==> src/rtl/booth_mult_seq.sv <==
`default_nettype none
// ============================================================================
// Module      : booth_mult_seq
// Description : Sequential radix-2 Booth multiplier, signed/unsigned, one step
//               per clock, full 2*WIDTH-bit product with a done pulse.
// Revision    : 1.0 - initial release
// ============================================================================
module booth_mult_seq #(
    parameter int WIDTH = 8
) (
    input  logic                 clk,
    input  logic                 rst,
    input  logic                 start,
    input  logic                 mode_signed,
    input  logic [WIDTH-1:0]     multiplicand,
    input  logic [WIDTH-1:0]     multiplier,
    output logic                 busy,
    output logic                 done,
    output logic [2*WIDTH-1:0]   product
);

    localparam int W1 = WIDTH + 1;
    localparam int CW = $clog2(W1);
    localparam logic [CW-1:0] C_LAST_STEP = CW'(W1 - 1);

    typedef enum logic [1:0] {
        S_IDLE = 2'd0,
        S_CALC = 2'd1,
        S_DONE = 2'd2
    } state_t;

    state_t               r_state;
    state_t               w_state_nxt;

    logic [W1-1:0]        r_acc;
    logic [W1-1:0]        r_q;
    logic                 r_q_m1;
    logic [W1-1:0]        r_mcand;
    logic [CW-1:0]        r_cnt;
    logic [2*WIDTH-1:0]   r_product;

    logic [W1-1:0]        w_ext_a;
    logic [W1-1:0]        w_ext_b;
    logic [W1-1:0]        w_acc_step;
    logic [2*W1:0]        w_shift;
    logic                 w_accept;
    logic                 w_last;

    // The extra top bit carries the sign (signed) or a zero (unsigned), so one
    // signed Booth datapath serves both modes; the mode needs no storage.
    assign w_ext_a  = {mode_signed & multiplicand[WIDTH-1], multiplicand};
    assign w_ext_b  = {mode_signed & multiplier[WIDTH-1], multiplier};
    assign w_accept = (r_state == S_IDLE) && start;
    assign w_last   = (r_cnt == C_LAST_STEP);

    always_comb begin
        w_acc_step = r_acc;
        unique case ({r_q[0], r_q_m1})
            2'b01:   w_acc_step = r_acc + r_mcand;
            2'b10:   w_acc_step = r_acc - r_mcand;
            default: w_acc_step = r_acc;
        endcase
    end

    assign w_shift = {w_acc_step[W1-1], w_acc_step, r_q};

    always_ff @(posedge clk or posedge rst) begin
        if (rst) begin
            r_state <= S_IDLE;
        end else begin
            r_state <= w_state_nxt;
        end
    end

    always_comb begin
        w_state_nxt = r_state;
        unique case (r_state)
            S_IDLE:  if (start) w_state_nxt = S_CALC;
            S_CALC:  if (w_last) w_state_nxt = S_DONE;
            S_DONE:  w_state_nxt = S_IDLE;
            default: w_state_nxt = S_IDLE;
        endcase
    end

    always_ff @(posedge clk or posedge rst) begin
        if (rst) begin
            r_acc     <= '0;
            r_q       <= '0;
            r_q_m1    <= 1'b0;
            r_mcand   <= '0;
            r_cnt     <= '0;
            r_product <= '0;
        end else if (w_accept) begin
            r_acc     <= '0;
            r_q       <= w_ext_b;
            r_q_m1    <= 1'b0;
            r_mcand   <= w_ext_a;
            r_cnt     <= '0;
            r_product <= '0;
        end else if (r_state == S_CALC) begin
            r_acc  <= w_shift[2*W1:W1+1];
            r_q    <= w_shift[W1:1];
            r_q_m1 <= w_shift[0];
            r_cnt  <= r_cnt + CW'(1);
            // The W1-bit extension keeps the exact result inside the low 2*WIDTH bits.
            if (w_last) begin
                r_product <= w_shift[2*WIDTH:1];
            end
        end
    end

    assign busy    = (r_state == S_CALC);
    assign done    = (r_state == S_DONE);
    assign product = r_product;

endmodule
`default_nettype wire
==> config.mk <==
export PLATFORM = sky130hd
export DESIGN_NAME = booth_mult_seq
export DESIGN_NICKNAME = d
export VERILOG_FILES = /design/src/rtl/booth_mult_seq.sv
export SDC_FILE = /design/constraint.sdc
export NUM_CORES = 1
export LEC_CHECK = 0
export ABC_AREA = 1
export ABC_CLOCK_PERIOD_IN_PS = 2400
export BUFFER_PORTS_ARGS = -buffer_cell sky130_fd_sc_hd__buf_2
export CAP_MARGIN = 20
export CORE_ASPECT_RATIO = 0.7
export CORE_UTILIZATION = 45
export DETAILED_ROUTE_END_ITERATION = 10
export PLACE_DENSITY = 0.69
export SLEW_MARGIN = 20
export SYNTH_ARGS = -nofsm -noshare
export SYNTH_HDL_FRONTEND = slang
export SYNTH_SLANG_ARGS = --single-unit
export TNS_END_PERCENT = 5
==> constraint.sdc <==
create_clock -name clk -period 2.4 [get_ports clk]
set_input_delay 0.12 -clock clk [delete_from_list [all_inputs] [get_ports clk]]
set_output_delay 0.12 -clock clk [all_outputs]
set_load 0.01 [all_outputs]
==> results of run 1 <==
==> state kept, by name, indices dropped and copies added, names as in the netlist <==
register and count:
r_q_m1 1, r_state 2, r_q 9, r_cnt 4, product 16, r_mcand 9
r_acc 8
==> what timing repair did <==
item | in CTS | in global routing
buffers inserted | 0 | 3
setup endpoints to repair | 2 | 11
hold buffers | 1 | 0
pin swaps | 0 | 5
gates resized for setup | 1 | 15
endpoints found under the hold margin | 14 | 0
==> cell usage in the layout, fill, tap and decap left out <==
cell type	n
nor2_4	3
o21bai_1	1
nand3_2	1
or2_2	1
o21a_1	1
dfrtp_1	49
nor2_2	1
fa_1	1
a21oi_2	2
a21oi_1	3
o21ai_1	6
nor2_8	2
a31oi_1	1
buf_2	37
nand4_1	4
xor2_1	7
ha_1	7
inv_2	10
o21ai_0	33
nand3_4	1
clkbuf_1	1
bufinv_16	1
nand3_1	18
nand2_1	124
o22ai_1	2
inv_1	53
o22a_1	1
clkbuf_8	6
ha_4	5
nor2_1	27
buf_4	5
inv_4	1
dlygate4sd3_1	1
==> cell type report <==
cell class,instances,area share
Clock buffer,7,0.0264
Clock inverter,1,0.00918
Inverter,64,0.0742
Multi-Input combinational cell,252,0.416
Sequential cell,49,0.375
Tap cell,75,0.0287
Timing Repair Buffer,43,0.0711
==> routing by layer <==
| layer | vias up | part of all wire | GRT usage |
|---|---|---|---|
| met1 | 1053 | 0.54 | 0.317 |
| li1 | 1243 | - | - |
| met3 | 10 | 0.057 | 0.0456 |
| met2 | 55 | 0.39 | 0.277 |
| met4 | 0 | 0.012 | 0.0588 |
| met5 | - | 0 | 0 |
==> critical path, cell delays in order, from the launching register on <==
cell and delay (ns):
dfrtp_1 0.44, ha_4 0.21, inv_2 0.09, nand2_1 0.07
xor2_1 0.16, inv_1 0.09, ha_4 0.24, nand2_1 0.06
inv_1 0.04, nand2_1 0.05, nand3_1 0.09, or2_2 0.29
nand3_1 0.08, nand2_1 0.08, nand2_1 0.06, nand2_1 0.06
==> cell families after synthesis <==
logic type                 after synthesis  synth area share
buffers and inverters                   71             0.105
xor gates and xnor gates                 7            0.0219
and+or+nand+nor                        182             0.281
AOI/OAI and AO/OA                       50            0.0937
adders and majority gates               13            0.0607
DFF                                     49             0.438
==> worst min-delay path by stage <==
stage                    startpoint                     end  slack, ns  cells past startpoint
CTS                 multiplicand[6]  r_mcand[6]$_DFFE_PP0P_       0.02                      3
finish              multiplicand[6]  r_mcand[6]$_DFFE_PP0P_       0.02                      3
detailed placement              rst  product[6]$_DFFE_PP0P_       0.09                      2
floorplan           multiplicand[7]  r_mcand[7]$_DFFE_PP0P_       0.23                      2
global route        multiplicand[4]  r_mcand[4]$_DFFE_PP0P_       0.03                      3
global placement                rst  product[6]$_DFFE_PP0P_       0.08                      2
==> stage by stage <==
step,setup slack [ns],instance area (um^2),hold slack (ns)
final,0.191,3270,0.0230
after floorplan,0.274,2800,0.230
after global placement,-0.0152,3050,0.0807
after detailed placement,-0.0416,3050,0.0903
after CTS,0.00560,3170,0.0159
after global routing,-0.00925,3270,0.0279
==> impl_metrics.csv, run 1 <==
group,metric,value,unit
sta,finalSetupViolCount,0,
synthesis,ys_seq_elements,49,
placed_design,dp.cells,479,
cts,cts_tree,"built",
setup_path,r2r_cells,15,
setup_path,cp-start-kind,"register",
sta,setup-tns-final,0,ns
sta,tightest_slew,0.460,ns
synthesis,yosysWarnings,0,
route,vias,2361,
hold_path,hp-class,"input pin to register",
sta,period_share,0.920,
synthesis,syn-cell-area,2800,um^2
floorplanning,ios,38,
cts,cts_sinks,49,
setup_path,r2r-start,"r_q[0]$_DFFE_PP0P_",
cts,cts_root_buf,"clkbuf_8",
placed_design,numPortBuffers,37,
route,finalWirelength,6.09,mm
sta,relSlewSlack,0.693,
synthesis,synth_top_area_frac,0.437,
sta,fin_crit,2.21,ns
cts,cts_buffers,5,
setup_path,worstPathRequired,2.59,ns
synthesis,synth.net_count,405,
cts,clock_latency,0.31,ns
floorplanning,die_area,6550,um^2
finish,area_delta_synth_final,16.7,%
placed_design,dp_hpwl,4.51,mm
outcome,outcome,"finished clean",
synthesis,synth.most_common_cell,"nand2_1",
sta,hold_violations,0,
finish,diodes,0,
sta,slew_viol_final,0,
synthesis,synth_edf_count,0,
synthesis,synth_area_leaders,"dfrtp_1 (44%), nand2_1 (17%), inv_1 (7.8%)",
finish,final_layout_size_suffix_gt1_frac,0.183,
finish,regArea,1230,um^2
grt,grt_pass1_wl,9.97,mm
floorplanning,start_util,0.477,
synthesis,synth_cell_types,26,
route,wire_per_inst,12.4,um
grt,grt_pass1_vias,2043,
job,drv_cap,0,
setup_path,cp_max_fo,6,
setup_path,criticalPathCategory,"register to register",
synthesis,synth_ff_type,"dfrtp_1",
sta,max_freq,0.453,GHz
route,ant_nets,0,
setup_path,cp-startpoint,"r_q[0]$_DFFE_PP0P_",
sta,clock_skew,0.0102,ns
finish,final_nets,448,
floorplanning,fp.dieW,96.3,um
placed_design,routabilityCongestion,0.929,
setup_path,r2r_setup_slack,0.19,ns
cts,path_clk_slew,0.09,ns
finish,fillCellCount,588,
synthesis,yosysSeqAreaShare,0.437,
setup_path,setup.worst_path.end,"r_acc[3]$_DFFE_PP0P_",
floorplanning,coreArea,5870,um^2
synthesis,synth.avg_cell_area,7.53,um^2
cts,h-tree-depth,2,
synthesis,async_flop_share,1.00,
finish,final_cells,491,
grt,overflow,0,
finish,multiInputGateArea,1360,um^2
setup_path,crit_arrival,2.40,ns
setup_path,end_kind,"register",
route,drt_iter0_markers,236,
finish,final_core_util,0.557,
grt,grt_max_degree,36,
route,vias_per_cell,4.81,
floorplanning,num_rows,23,
cts,clockBufferDepth,2,
synthesis,synth_commonest_cells,"nand2_1 (124), inv_1 (58), dfrtp_1 (49)",
setup_path,reg2reg_to,"r_acc[3]$_DFFE_PP0P_",
grt,antenna_found_initial,0,
grt,grt_usage,0.204,
synthesis,synth.largest_area_cell,"dfrtp_1",
route,first_pass_iters,4,
route,drcViolationCount,0,
synthesis,syn_inst,372,
floorplanning,die_y,68.0,um
Power of run 1 is not shown: default switching activity piles up to over one toggle a cycle in this logic, so the estimate is an artifact.
==> run 2: changes to the inputs <==
--- a/config.mk
+++ b/config.mk
@@ -10,9 +10,9 @@
 export BUFFER_PORTS_ARGS = -buffer_cell sky130_fd_sc_hd__buf_2
 export CAP_MARGIN = 20
 export CORE_ASPECT_RATIO = 0.7
-export CORE_UTILIZATION = 45
+export CORE_UTILIZATION = 55
 export DETAILED_ROUTE_END_ITERATION = 10
-export PLACE_DENSITY = 0.69
+export PLACE_DENSITY = 0.81
 export SLEW_MARGIN = 20
 export SYNTH_ARGS = -nofsm -noshare
 export SYNTH_HDL_FRONTEND = slang
==> run 2 against run 1 <==
Against the previous run: final area shrank 0.42%; worst hold slack gained 0.00092 ns; fmax shrank 1.9%; largest cell class unchanged; via count grew 4.9%; highest routed layer unchanged; non-clock buffer count grew 2; sequential cell count is the same; clock-buffer cell count shrank 1; first-iteration DRC count shrank 44%.
==> impl_metrics.csv, run 2 (synthesized netlist as in run 1, its figures left out) <==
group,metric,value,unit
cts,clockBufferDepth,2,
setup_path,worstPathRequired,2.59,ns
finish,final_layout_size_suffix_gt1_frac,0.187,
route,drt_iter0_markers,133,
finish,final_core_util,0.674,
floorplanning,start_util,0.580,
finish,final_cells,487,
placed_design,routabilityCongestion,0.909,
sta,rsz0062_at_grt,"yes",
floorplanning,ios,38,
sta,hold_violations,0,
cts,path_clk_slew,0.09,ns
finish,fillCellCount,438,
sta,fin_crit,2.25,ns
finish,largest_reg_flops,16,
placed_design,dp.cells,473,
grt,grt_usage,0.251,
grt,grt_pass1_vias,2137,
setup_path,end_kind,"register",
cts,clock_latency,0.30,ns
setup_path,critPathMaxStageDelay,0.40,ns
sta,period_share,0.938,
grt,grt_pass1_wl,10.1,mm
route,wire_per_inst,12.9,um
outcome,outcome,"finished clean",
placed_design,dp_hpwl,4.58,mm
floorplanning,fp.dieW,87.3,um
setup_path,cp_common_cell,"nand2_1",
setup_path,criticalPathCategory,"register to register",
cts,cts_tree,"built",
placed_design,numPortBuffers,37,
setup_path,r2r_cells,16,
floorplanning,die_y,61.7,um
setup_path,cp-start-kind,"register",
grt,grt_max_degree,33,
setup_path,cp_max_fo,4,
cts,h-tree-depth,2,
route,finalWirelength,6.30,mm
finish,layout_common_cells,"nand2_1 (124), inv_1 (53), dfrtp_1 (49)",
route,vias,2477,
sta,max_freq,0.444,GHz
setup_path,path_cells,"inv_2, ha_2, nand2_1, nor2_2, a21oi_1, xor2_1, ha_1, buf_4, nand2_1, nor2_1, nor2_1, nand2_1, inv_1, nand2_1, nand3_1, nand2_1",
finish,area_delta_synth_final,16.2,%
cts,cts_buffers,5,
floorplanning,coreArea,4830,um^2
setup_path,crit_arrival,2.44,ns
sta,finalSetupViolCount,0,
sta,relSlewSlack,0.705,
sta,clock_skew,0.00583,ns
hold_path,hp-class,"input pin to register",
route,first_pass_iters,5,
grt,overflow,0,
floorplanning,die_area,5390,um^2
hold_path,hold_depth,3,
finish,diodes,0,
cts,cts_sinks,49,
floorplanning,num_rows,21,
route,vias_per_cell,5.09,
sta,tightest_slew,0.441,ns
grt,antenna_found_initial,0,
finish,final_nets,450,
route,drcViolationCount,0,
sta,slew_viol_final,0,
job,drv_cap,0,
setup_path,cp_slowest_cell,"dfrtp_1",
finish,layout_commonest_cell,"nand2_1",
cts,cts_root_buf,"clkbuf_8",
route,ant_nets,0,
-- run 2: repair_timing --
item,in CTS,in global routing
pin swaps,0,4
setup endpoints to repair,2,11
hold buffers,1,0
setup buffers,0,5
gates resized for setup,3,12
hold endpoints to repair,17,0
-- run 2: stage by stage --
stage | cell area [um^2] | setup TNS (ns) | setup slack [ns] | hold WS (ns)
finish | 3260 | 0 | 0.149 | 0.0239
global placement | 3040 | -0.0615 | -0.0311 | 0.114
floorplan | 2800 | 0 | 0.274 | 0.230
CTS | 3180 | 0 | 0.0440 | 0.0187
global route | 3260 | -0.106 | -0.0409 | 0.0326
detailed placement | 3040 | -0.0980 | -0.0549 | 0.111
-- run 2: final cells by class --
class | instances | area (um^2) | share of cell area
clock buffers | 6 | 82.6 | 0.0253
inverters | 64 | 243 | 0.0745
multi-input cells | 252 | 1340 | 0.410
repair buffers | 45 | 248 | 0.0760
clock inverters | 2 | 37.5 | 0.0115
well taps | 69 | 86.3 | 0.0265
flip-flops and latches | 49 | 1230 | 0.376
-- run 2: per-layer routing --
metal | routed length [um] | GRT usage | share of wire | vias up
met5 | 0 | 0 | 0 | -
met4 | 50 | 0.0726 | 0.0079 | 0
met3 | 298 | 0.0410 | 0.047 | 7
met2 | 2670 | 0.363 | 0.42 | 73
met1 | 3280 | 0.391 | 0.52 | 1150
li1 | - | - | - | 1247
-- run 2: final timing paths --
check | startpoint | endpoint | slack, ns
min in group asynchronous | rst | product[6]$_DFFE_PP0P_ | 0.32
worst min register to register | product[2]$_DFFE_PP0P_ | product[2]$_DFFE_PP0P_ | 0.48
worst max register to register | r_mcand[1]$_DFFE_PP0P_ | r_acc[7]$_DFFE_PP0P_ | 0.15
worst max-delay path | r_mcand[1]$_DFFE_PP0P_ | r_acc[7]$_DFFE_PP0P_ | 0.15
worst min-delay path | multiplicand[7] | r_mcand[7]$_DFFE_PP0P_ | 0.02
max in group asynchronous | rst | r_mcand[2]$_DFFE_PP0P_ | 1.34
-- run 2: worst max-delay path: cells and delay by family (launching register included) --
kind / cells / cell delay [ns]
and+or+nand+nor: 9 / 0.67
xor gates and xnor gates: 1 / 0.15
DFF: 1 / 0.40
adders and majority gates: 2 / 0.54
AOI/OAI and AO/OA: 1 / 0.09
buffers and inverters: 3 / 0.31
Power of run 2 is left out for the same reason.
==> run 3: changes to the inputs <==
--- a/config.mk
+++ b/config.mk
@@ -12,7 +12,9 @@
 export CORE_ASPECT_RATIO = 0.7
 export CORE_UTILIZATION = 55
 export DETAILED_ROUTE_END_ITERATION = 10
+export MAX_ROUTING_LAYER = met4
 export PLACE_DENSITY = 0.81
+export SKIP_LAST_GASP = 1
 export SLEW_MARGIN = 20
 export SYNTH_ARGS = -nofsm -noshare
 export SYNTH_HDL_FRONTEND = slang
==> run 3 against run 2 <==
Against the previous run: sequential cell count is the same; sequential share of layout area grew 0.32 points; setup slack lost 0.037 ns; final area shrank 0.84%; via count shrank 2.7%; clock skew grew 0.0034 ns; global-route usage shrank 0.51 points; register-to-register slack lost 0.04 ns; wire length shrank 2.1%; final cell count shrank 0.82%.
==> impl_metrics.csv, run 3 (synthesized netlist as in run 1, its figures left out) <==
group,metric,value,unit
outcome,outcome,"finished clean",
placed_design,numPortBuffers,37,
setup_path,cp_common_cell,"nand2_1",
grt,grt_usage,0.246,
floorplanning,fp.dieW,87.3,um
sta,max_freq,0.437,GHz
setup_path,critPathMaxStageDelay,0.38,ns
cts,cts_sinks,49,
route,wire_per_inst,12.8,um
sta,tightest_slew,0.463,ns
setup_path,crit_arrival,2.49,ns
route,drcViolationCount,0,
setup_path,cp_slowest_cell,"dfrtp_1",
route,ant_nets,0,
route,vias_per_cell,4.99,
cts,cts_buffers,5,
placed_design,routabilityCongestion,0.964,
cts,clockBufferDepth,2,
finish,layout_commonest_cell,"nand2_1",
setup_path,cp_max_fo,5,
cts,cts_root_buf,"clkbuf_8",
grt,busiest_layer,"met1",
sta,slew_viol_final,0,
grt,grt_use_met2,0.348,
grt,gr-usage-met3,0.0436,
grt,antenna_found_initial,0,
route,drt_iter0_markers,154,
finish,fillCellCount,439,
floorplanning,die_area,5390,um^2
grt,grt_pass1_wl,9.47,mm
job,drv_cap,0,
floorplanning,num_rows,21,
finish,layout_common_cells,"nand2_1 (124), inv_1 (56), dfrtp_1 (49)",
cts,h-tree-depth,2,
sta,fin_crit,2.29,ns
finish,largest_reg_flops,16,
grt,grt_pass1_vias,2027,
setup_path,cp-start-kind,"register",
setup_path,worstPathRequired,2.60,ns
setup_path,criticalPathCategory,"register to register",
setup_path,cp_top_family,"simple AND/OR/NAND/NOR gates",
sta,rsz0062_at_grt,"yes",
route,first_pass_iters,5,
sta,period_share,0.954,
cts,cts_tree,"built",
route,finalWirelength,6.16,mm
floorplanning,coreArea,4830,um^2
setup_path,path_buf_inv,2,
sta,finalSetupViolCount,0,
cts,clock_latency,0.31,ns
setup_path,end_kind,"register",
floorplanning,die_y,61.7,um
sta,clock_skew,0.00921,ns
placed_design,dp_hpwl,4.46,mm
finish,final_layout_size_suffix_gt1_frac,0.167,
grt,grt_max_degree,33,
finish,area_delta_synth_final,15.3,%
sta,hold_violations,0,
route,vias,2410,
cts,path_clk_slew,0.08,ns
sta,relSlewSlack,0.690,
finish,stdcell_area,3230,um^2
hold_path,hp-class,"input pin to register",
finish,diodes,0,
floorplanning,start_util,0.580,
finish,final_nets,446,
grt,overflow,0,
floorplanning,ios,38,
placed_design,placedInstanceArea,3040,um^2
grt,met1_usage,0.356,
setup_path,path_cells,"inv_1, ha_1, nand2_1, nor2_2, a21oi_1, xor2_1, ha_2, nand2_1, inv_1, a21oi_1, nand3_1, nand3_1, nand2_1, nand2_1, nand2_1",
## run 3: worst reg2reg max path: cells and delay by family, from the launching register on
family / cells / cell delay (ns)
DFF: 1 / 0.38
AOI/OAI and AO/OA: 2 / 0.33
and+or+nand+nor: 8 / 0.63
adders and majority gates: 2 / 0.55
buffers and inverters: 2 / 0.12
xor gates and xnor gates: 1 / 0.18
## run 3: per-stage QoR
step           setup TNS, ns  hold WS (ns)  setup WS, ns  utilization  std cells
2_1_floorplan              0         0.230         0.274            -        372
3_3_place_gp         -0.0240         0.119       -0.0150        0.628        473
3_5_place_dp               0         0.116      0.000705        0.628        473
4_1_cts                    0        0.0145        0.0352        0.655        482
5_1_grt               -0.326        0.0320       -0.0860        0.668        483
6_report                   0        0.0216         0.111        0.668        483
## run 3: per-layer routing
metal / vias up / wire length (um)
li1: 1239 / -
met1: 1097 / 3190
met2: 62 / 2590
met3: 12 / 291
met4: 0 / 96
met5: - / 0
## run 3: cell type report
cell class                      instances  area (um^2)  share of cell area
Clock buffer                            7         86.3              0.0267
Tap cell                               69         86.3              0.0267
Sequential cell                        49         1230               0.380
Clock inverter                          1         30.0             0.00930
Timing Repair Buffer                   41          218              0.0674
Inverter                               64          243              0.0751
Multi-Input combinational cell        252         1340               0.415
## run 3: worst paths after layout
check / slack (ns) / from / cells past startpoint / to
max: 0.11 / r_mcand[0]$_DFFE_PP0P_ / 15 / r_acc[6]$_DFFE_PP0P_
min: 0.02 / multiplicand[6] / 3 / r_mcand[6]$_DFFE_PP0P_
max reg2reg: 0.11 / r_mcand[0]$_DFFE_PP0P_ / 15 / r_acc[6]$_DFFE_PP0P_
min reg2reg: 0.48 / product[4]$_DFFE_PP0P_ / 2 / product[4]$_DFFE_PP0P_
max in group asynchronous: 1.34 / rst / 4 / r_mcand[5]$_DFFE_PP0P_
min in group asynchronous: 0.32 / rst / 3 / product[6]$_DFFE_PP0P_
## run 3: what timing repair did
action | CTS | global route
hold buffers | 1 | 0
setup endpoints to repair | 2 | 11
resized for setup | 1 | 9
hold endpoints to repair | 17 | 0
buffers inserted | 0 | 1
Power of run 3 is left out for the same reason.
